<file path="src/rtl/srl_fifo_arbiter_pkg.sv">
// Shared types and constants for the SRL FIFO front-end arbiter.
package srl_fifo_arbiter_pkg;

    typedef enum logic {
        IDLE = 1'b0,
        LOCK = 1'b1
    } arb_state_t;

    localparam int BEATS_W = 32;

endpackage

</file>
<file path="src/rtl/srl_fifo_arbiter_rr_pick.sv">
// Round-robin priority search: one-hot grant to the first requester found
// from ptr upward, wrapping modulo nport. Purely combinational.
module rr_pick #(
    parameter int nport   = 4,
    parameter int l2nport = 2
) (
    input  logic [nport-1:0]   req,
    input  logic [l2nport-1:0] ptr,
    output logic [nport-1:0]   gnt
);

    logic [2*nport-1:0] dbl;
    logic [2*nport-1:0] shifted;
    logic [nport-1:0]   rot;
    logic [nport-1:0]   first;
    logic [2*nport-1:0] back;

    // Rotate so ptr sits at bit 0, isolate the lowest set bit, rotate back.
    assign dbl     = {req, req};
    assign shifted = dbl >> ptr;
    assign rot     = shifted[nport-1:0];
    assign first   = rot & (~rot + 1'b1);
    assign back    = {first, first} << ptr;
    assign gnt     = back[2*nport-1:nport];

endmodule

</file>
<file path="src/rtl/srl_fifo_arbiter.sv">
// N-port arbiter in front of a shared SRL FIFO. Zero-latency grant/enqueue,
// round-robin between packets. Optional packet lock: define ARB_PKT_LOCK_EN
// to hold the grant on one requester until its EOP beat.
module srl_fifo_arbiter
    import srl_fifo_arbiter_pkg::*;
#(
    parameter int width   = 128,
    parameter int nport   = 4,
    parameter int l2nport = 2
) (
    input  logic                     CLK,
    input  logic                     RST_N,
    input  logic                     CLR,
    input  logic [nport-1:0]         REQ,
    input  logic [nport-1:0]         EOP,
    input  logic [nport*width-1:0]   D_IN,
    output logic [nport-1:0]         GNT,
    input  logic                     FIFO_FULL_N,
    output logic                     FIFO_ENQ,
    output logic [width-1:0]         FIFO_D,
    output logic [BEATS_W-1:0]       BEATS
);

    arb_state_t          state_q, state_d;
    logic [l2nport-1:0]  ptr_q, ptr_d;
    logic [l2nport-1:0]  owner_q, owner_d;
    logic [BEATS_W-1:0]  beats_q;
    logic [nport-1:0]    pick_gnt;
    logic [nport-1:0]    gnt;
    logic [l2nport-1:0]  gidx;
    logic                accept;

    function automatic logic [l2nport-1:0] next_ptr(input logic [l2nport-1:0] k);
        return (k == l2nport'(nport - 1)) ? '0 : k + 1'b1;
    endfunction

    rr_pick #(
        .nport   (nport),
        .l2nport (l2nport)
    ) u_rr_pick (
        .req (REQ),
        .ptr (ptr_q),
        .gnt (pick_gnt)
    );

    // Grant: nothing while the FIFO is full, owner only while locked.
    always_comb begin
        gnt = '0;
        if (FIFO_FULL_N) begin
            if (state_q == LOCK) begin
                gnt[owner_q] = REQ[owner_q];
            end else begin
                gnt = pick_gnt;
            end
        end
    end

    // Data mux and granted-port index; both zero when nothing is granted.
    always_comb begin
        FIFO_D = '0;
        gidx   = '0;
        for (int k = 0; k < nport; k++) begin
            if (gnt[k]) begin
                FIFO_D = FIFO_D | D_IN[k*width +: width];
                gidx   = gidx | l2nport'(k);
            end
        end
    end

    assign accept   = |(REQ & gnt);
    assign GNT      = gnt;
    assign FIFO_ENQ = accept;
    assign BEATS    = beats_q;

`ifndef ARB_PKT_LOCK_EN
    logic unused_eop;
    assign unused_eop = ^EOP;
`endif

    // Next state, pointer and owner on an accepted beat.
    always_comb begin
        state_d = state_q;
        ptr_d   = ptr_q;
        owner_d = owner_q;
        if (accept) begin
            if (state_q == LOCK) begin
                if (EOP[owner_q]) begin
                    state_d = IDLE;
                    ptr_d   = next_ptr(owner_q);
                end
            end else begin
`ifdef ARB_PKT_LOCK_EN
                if (!EOP[gidx]) begin
                    state_d = LOCK;
                    owner_d = gidx;
                end else begin
                    ptr_d = next_ptr(gidx);
                end
`else
                ptr_d = next_ptr(gidx);
`endif
            end
        end
    end

    // State registers; reset and clear win over a same-cycle beat.
    always_ff @(posedge CLK) begin
        if (!RST_N || CLR) begin
            state_q <= IDLE;
            ptr_q   <= '0;
            owner_q <= '0;
            beats_q <= '0;
        end else if (accept) begin
            state_q <= state_d;
            ptr_q   <= ptr_d;
            owner_q <= owner_d;
            beats_q <= beats_q + 1'b1;
        end
    end

endmodule

</file>
<file path="config.mk">
export PLATFORM = sky130hd
export DESIGN_NAME = srl_fifo_arbiter
export DESIGN_NICKNAME = d
export VERILOG_FILES = /design/src/rtl/srl_fifo_arbiter_pkg.sv /design/src/rtl/srl_fifo_arbiter_rr_pick.sv /design/src/rtl/srl_fifo_arbiter.sv
export SDC_FILE = /design/constraint.sdc
export NUM_CORES = 1
export LEC_CHECK = 0
export ABC_AREA = 1
export BUFFER_PORTS_ARGS = -buffer_cell sky130_fd_sc_hd__buf_4
export CAP_MARGIN = 20
export CORE_AREA = 4 4 268 270
export CTS_BUF_LIST = sky130_fd_sc_hd__clkbuf_8
export CTS_CLUSTER_DIAMETER = 30
export DETAILED_ROUTE_END_ITERATION = 16
export DIE_AREA = 0 0 272 274
export SYNTH_ARGS = -nofsm -noshare
export SYNTH_HDL_FRONTEND = slang
export SYNTH_SLANG_ARGS = --single-unit
</file>
<file path="constraint.sdc">
create_clock -name CLK -period 5.9 [get_ports CLK]
set_input_delay 0 -clock CLK [delete_from_list [all_inputs] [get_ports CLK]]
set_output_delay 0 -clock CLK [all_outputs]
set_load 0.005 [all_outputs]
</file>
==> results of run 1 <==
[sequential cells by signal, indices dropped and copies added, names as in the netlist]
register,flops
BEATS,32
state_q,1
ptr_q,2
[cells in the final DEF (no fill, tap or decap), drive strengths merged]
cell / count
diode: 12
nor2: 70
xor2: 4
nand3b: 1
dlygate4sd3: 1
o31a: 1
xnor2: 3
a31oi: 1
dfxtp: 35
nor4: 6
nand4: 140
buf: 694
nand2: 630
clkbuf: 6
ha: 1
bufinv: 1
a21oi: 24
nor3: 6
clkinv: 2
o21ai: 4
nand3: 44
inv: 46
[power groups by stage]
stage,combinational [uW],sequential (uW),clock [uW]
2_1_floorplan,1840,263,0
3_3_place_gp,5100,277,0
3_5_place_dp,5080,277,0
4_1_cts,5110,272,237
5_1_grt,5480,276,246
6_report,4930,273,235
[logic make-up (layout without fill, tap and decap cells)]
group,Yosys count,after routing
other,0,12
AOI/OAI and AO/OA,30,30
and+or+nand+nor,897,897
adders and majority gates,1,1
DFF,35,35
xor gates and xnor gates,7,7
buffers and inverters,116,750
[final timing paths]
check,cells past startpoint,to,start
setup / recovery,16,FIFO_D[94],ptr_q[0]$_SDFFE_PP0P_
hold / removal,5,BEATS[13]$_SDFFE_PP0P_,CLR
setup reg to reg,17,BEATS[28]$_SDFFE_PP0P_,ptr_q[0]$_SDFFE_PP0P_
hold reg to reg,2,state_q$_SDFFE_PP0P_,state_q$_SDFFE_PP0P_
[area by class of cell]
cell class / instances / area, um^2
antenna: 12 / 30.03
clock buffer: 6 / 82.58
clock inverter: 2 / 35.03
fill: 8233 / 58060
inverter: 47 / 186.4
multi-input combinational: 935 / 4055
sequential: 35 / 700.7
tap: 940 / 1176
timing repair buffer: 695 / 5220
[through the flow]
| step | cell area (um^2) | utilization | setup slack (ps) | hold WS, ps | total power (uW) |
|---|---|---|---|---|---|
| final | 11490 | 0.1652 | 1897 | 203.9 | 5437 |
| after global routing | 11470 | 0.1649 | 1539 | 221.7 | 6002 |
| after CTS | 11460 | 0.1647 | 1914 | 212.5 | 5620 |
| after detailed placement | 11330 | 0.1629 | 2256 | 193.0 | 5362 |
| after global placement | 11330 | 0.1629 | 2277 | 188.3 | 5376 |
| after floorplan | 5351 | - | 3988 | 91.69 | 2098 |
[metal layers]
metal | track usage | vias up | routed length, um
met4 | 0.02970 | 20 | 1007
met1 | 0.1668 | 4547 | 22890
li1 | - | 4813 | -
met5 | 0 | - | 107
met2 | 0.2403 | 620 | 27150
met3 | 0.1516 | 57 | 13720
[tightest hold or removal path, stage by stage]
cell and delay (ps):
buf_4 80, nor2_2 30, buf_4 220, nand2_1 100, nor2_1 30
==> reports/metrics.yaml, run 1 <==
synthesis:
  synthSimpleGateAreaFrac: 0.7136
  synth_top_family_by_area: "simple AND/OR/NAND/NOR gates"
  synth_seq_area_share: 0.1309
  syn-cell-area_um2: 5351
  ys_seq_elements: 35
  yosysMostFrequentCell: "nand2_1"
  synth_edf_count: 0
  yosys_warnings: 0
  synth_common_cells: "628 x nand2_1, 140 x nand4_1, 68 x nor2_1"
  synth_compound_area_frac: 0.02899
  syn-num-nets: 1611
  async_flop_share: 0
  ys.flop_type: "dfxtp_1"
  yosys.cell_types.count: 28
  synth_top_area_share: 0.4405
  muxShareOfSynthArea: 0
  synthAdderAreaFrac: 0.002338
  avgSynthCellArea_um2: 4.928
  synth_area_leaders: "nand2_1 44%, nand4_1 16%, dfxtp_1 13%, nor2_1 4.8%, nand3_1 4.0%"
  synth_largest_area_cell: "nand2_1"
  synth_xor_area_frac: 0.01146
  netlist_instances: 1086
power_and_ir_drop:
  seqPwrFrac: 0.050
  power_frac_comb: 0.906
  switchingPower_uw: 3343
  p_clk_frac: 0.043
  p_leak_uw: 0.005389
  switching_share: 0.6149
  ir_drop_mv: 0.2172
  powerDensity_nw_per_um2: 473.4
  p_int_uw: 2094
cells_and_area:
  final_layout_size_suffix_gt1_frac: 0.4145
  layout.cells.non_filler: 2672
  syn2layout_area_growth_pct: 114.6
  nets: 2244
die:
  die_width_um: 272
  die_h_um: 274
  core_area_um2: 69540
  num_rows: 97
  io_pins: 689
  start_util: 0.07695
  die-area_um2: 74530
placed_design:
  io_buffers: 685
  gp_congestion: 0.8851
  place_inst: 2651
  hpwl_mm: 57.42
sta:
  fmax_mhz: 249.8
  setup_viol: 0
  skew_ps: 16.24
  tightest_slew_ps: 934.3
  drv_slew: 0
  rsz0062_at_grt: "no"
  post-route-period-util: 0.6784
  finalHoldViolations: 0
  timing.setup.tns_ps: 0
  fin_crit_ps: 4003
  slew_headroom: 0.3771
global_route:
  grt_pass1_vias: 9711
  antenna_found_initial: 33
  grt_pass1_wl_mm: 81.68
  grt.total_usage: 0.1608
  grt-ovfl-total: 0
  grt_max_degree: 93
setup_path:
  critPathLaunchType: "flip-flop"
  cp_common_cell: "nand2_1"
  rrSetupSlack_ps: 2280
  crit_arrival_ps: 4000
  slowest_stage: "inv_6"
  crit_fanout: 92
  end_kind: "output pin"
  crit_chain: "inv_2 -> nand2_1 -> nand3_1 -> nand2_2 -> nand2_1 -> nor2_2 -> nand2_1 -> nand2_1 -> nand2_1 -> nand3b_1 -> nand2_1 -> inv_6 -> buf_4 -> nand2_1 -> nand4_1 -> buf_4"
  critical-path-top-delay-family: "buffers and inverters"
  critPathRequiredTime_ps: 5900
  crit_type: "flip-flop to output pin"
  cpPeakStageDelay_ps: 700
  path_buf_inv: 4
run:
  max_cap_violations: 0
route:
  via_count: 10060
  drc: 0
  drt_iter0_drc: 803
  firstDrtPassIters: 4
  viasPerCell: 3.764
  wire_per_inst_um: 24.28
  ant_nets: 0
  drt_wl_total_mm: 64.87
min_path:
  hold_class: "input port to flip-flop"
cts:
  cts-root-buf: "clkbuf_8"
  htreeDepth: 2
  numCtsBuffers: 5
  cts_resized: 0
  postCtsSetupBuffers: 0
  clkLatencyLatePin_ps: 300
  cts_max_path_buffers: 2
  cts_tree: "done"
  clk_pin_slew_worst_paths_ps: 90
  clkSinkCount: 35
  hold_buffers: 1
outcome:
  status: "completed"
No activity file was read; power rests on OpenSTA's default activity.
==> run 2: changes to the inputs <==
- CORE_AREA: 4 4 268 270 -> 4 4 269 271
- DIE_AREA: 0 0 272 274 -> 0 0 273 275
- clock period: 5.9 -> 3.35 ns (I/O delays scaled with it)
==> run 2 against run 1 <==
  * Design area rose by 1.6%
  * Largest power group unchanged
  * Final cell count rose by 0.45%
  * Largest cell class unchanged
  * Flip-flop and latch count is the same
  * Routed wire length is 8.6% higher
  * Highest routed layer unchanged
  * Die area grew 0.73%
  * Clock power rose by 31%
  * Critical path type unchanged
==> reports/metrics.yaml, run 2 (synthesis gave the netlist of run 1 again) <==
cts:
  cts_max_path_buffers: 2  # unchanged
  clkLatencyLatePin_ps: 290  # was 300 ps
  htreeDepth: 2  # unchanged
  postCtsSetupBuffers: 0  # unchanged
  clkSinkCount: 35  # unchanged
  cts-root-buf: "clkbuf_8"  # unchanged
  clk_pin_slew_worst_paths_ps: 80  # was 90 ps
  numCtsBuffers: 5  # unchanged
  cts_tree: "done"  # unchanged
setup_path:
  critPathLaunchType: "flip-flop"  # unchanged
  crit_arrival_ps: 3060  # was 4000 ps
  end_kind: "output pin"  # unchanged
  crit_type: "flip-flop to output pin"  # unchanged
  slowest_stage: "dfxtp_1"  # was inv_6
  crit_chain: "inv_2 -> nand2_1 -> nand3_1 -> nand3_1 -> nand3_1 -> nand2_1 -> inv_1 -> nand2_1 -> clkinv_4 -> buf_12 -> buf_4 -> nand2_1 -> nand4_1 -> buf_4"  # was inv_2 -> nand2_1 -> nand3_1 -> nand2_2 -> nand2_1 -> nor2_2 -> nand2_1 -> nand2_1 -> nand2_1 -> nand3b_1 -> nand2_1 -> inv_6 -> buf_4 -> nand2_1 -> nand4_1 -> buf_4
  cpPeakStageDelay_ps: 540  # was 700 ps
  crit_fanout: 32  # was 92
  critPathRequiredTime_ps: 3350  # was 5900 ps
  critical-path-top-delay-family: "buffers and inverters"  # unchanged
  path_buf_inv: 6  # was 4
  cp_common_cell: "nand2_1"  # unchanged
route:
  drt_wl_total_mm: 70.44  # was 64.87 mm
  viasPerCell: 3.782  # was 3.764
  drc: 0  # unchanged
  via_count: 10150  # was 10060
  firstDrtPassIters: 5  # was 4
  wire_per_inst_um: 26.25  # was 24.28 um
  ant_nets: 0  # unchanged
  drt_iter0_drc: 600  # was 803
die:
  die_h_um: 275  # was 274 um
  core_area_um2: 69790  # was 69540 um^2
  num_rows: 97  # unchanged
  io_pins: 689  # unchanged
  start_util: 0.07668  # was 0.07695
  die-area_um2: 75080  # was 74530 um^2
  die_width_um: 273  # was 272 um
global_route:
  grt.total_usage: 0.1726  # was 0.1608
  grt_pass1_vias: 9600  # was 9711
  grt-ovfl-total: 0  # unchanged
  grt_max_degree: 77  # was 93
  antenna_found_initial: 36  # was 33
  grt_pass1_wl_mm: 86.59  # was 81.68 mm
min_path:
  hold_class: "input port to flip-flop"  # unchanged
outcome:
  status: "completed"  # unchanged
cells_and_area:
  syn2layout_area_growth_pct: 118.1  # was 114.6%
  nets: 2260  # was 2244
  final_common_cell: "buf_4"  # unchanged
  largest_register_ff_count: 32  # unchanged
  final_layout_size_suffix_gt1_frac: 0.4196  # was 0.4145
  utilization: 0.1673  # was 0.1652
  final_cell_mix: "701 x buf_4, 628 x nand2_1, 140 x nand4_1"  # was 694 x buf_4, 628 x nand2_1, 140 x nand4_1
power_and_ir_drop:
  p_leak_uw: 0.005481  # was 0.005389 uW
  powerDensity_nw_per_um2: 876.1  # was 473.4 nW/um^2
  power_frac_comb: 0.923  # was 0.906
  ir_drop_mv: 0.3654  # was 0.2172 mV
  p_int_uw: 3871  # was 2094 uW
  total_power_uw: 10230  # was 5437 uW
  switching_share: 0.6215  # was 0.6149
  p_clk_frac: 0.030  # was 0.043
  switchingPower_uw: 6356  # was 3343 uW
  seqPwrFrac: 0.047  # was 0.050
sta:
  skew_ps: 15.31  # was 16.24 ps
  fmax_mhz: 326.7
  timing.setup.tns_ps: 0  # unchanged
  rsz0062_at_grt: "no"  # unchanged
  fin_crit_ps: 3061
  postLayoutSetupSlackWorst_ps: 288.9  # was 1897 ps
  drv_slew: 0  # unchanged
  setup_viol: 0  # unchanged
  tightest_slew_ps: 525.8  # was 934.3 ps
  finalHoldViolations: 0  # unchanged
  post-route-period-util: 0.9138
  slew_headroom: 0.6495  # was 0.3771
placed_design:
  io_buffers: 685  # unchanged
  hpwl_mm: 63.01  # was 57.42 mm
  dp_slack_ps: 564.8  # was 2256 ps
  gp_congestion: 0.8636  # was 0.8851
run:
  max_cap_violations: 0  # unchanged
-- run 2: cell count changes in the layout (fill, tap and decap cells not counted) --
cell and change:
clkbuf_8 -1, bufinv_16 -1, clkinv_4 +2, inv_6 +1
buf_12 +8, buf_6 +1, inv_4 -2, buf_4 +7
diode_2 -3
-- run 2: through the flow --
stage | std cells | instance area, um^2 | hold slack [ps]
after CTS | 2675 | 11650 | 225.5
after detailed placement | 2667 | 11550 | 195.5
after global routing | 2681 | 11660 | 240.1
after global placement | 2667 | 11550 | 189.5
final | 2684 | 11670 | 233.8
after floorplan | 1086 | 5351 | 91.69
-- run 2: layout make-up --
type	instances	area (um^2)
diodes	9	22.52
clock inverters	2	13.76
flip-flops and latches	35	700.7
multi-input cells	935	4055
inverters	47	191.4
well taps	940	1176
fillers	8167	58110
repair buffers	711	5444
clock buffers	5	68.82
-- run 2: worst register-to-register path: stages (launching register included) --
cell and delay, ps:
dfxtp_1 540, inv_2 190, nand2_1 120, nand3_1 120, nand2_2 150, nand2_1 70
nor2_2 120, nand2_1 60, nand2_1 100, nor2_1 70, nor2_4 170, nor2_1 100
buf_4 180, nand2_1 160, buf_12 230, nand2_1 130, nand2_1 70, nand2_1 50
nor2_1 80
-- run 2: what timing repair did --
item	in CTS	in global routing
resized for setup	0	2
hold endpoints to repair	1	0
hold buffers	1	0
setup endpoints to repair	0	6
-- run 2: path summary, 6_finish.rpt --
kind / startpoint / endpoint / slack [ps] / cells past startpoint
worst max register to register: ptr_q[0]$_SDFFE_PP0P_ / BEATS[25]$_SDFFE_PP0P_ / 590 / 18
worst min-delay path: CLR / BEATS[5]$_SDFFE_PP0P_ / 230 / 5
worst max-delay path: ptr_q[0]$_SDFFE_PP0P_ / FIFO_D[86] / 290 / 14
worst min register to register: state_q$_SDFFE_PP0P_ / state_q$_SDFFE_PP0P_ / 530 / 2
-- run 2: power groups by stage --
stage                     Combinational, uW  Clock (uW)  Sequential, uW
after CTS                              9850         315             480
after detailed placement               9800           0             489
final                                  9440         308             481
after global placement                 9840           0             490
after floorplan                        3230           0             463
after global routing                  10400         326             485
-- run 2: per-layer routing --
| metal | track usage | part of all wire |
|---|---|---|
| met3 | 0.1484 | 0.20 |
| met4 | 0.02178 | 0.011 |
| met1 | 0.1853 | 0.36 |
| met5 | 0.02311 | 0.0057 |
| met2 | 0.2639 | 0.43 |
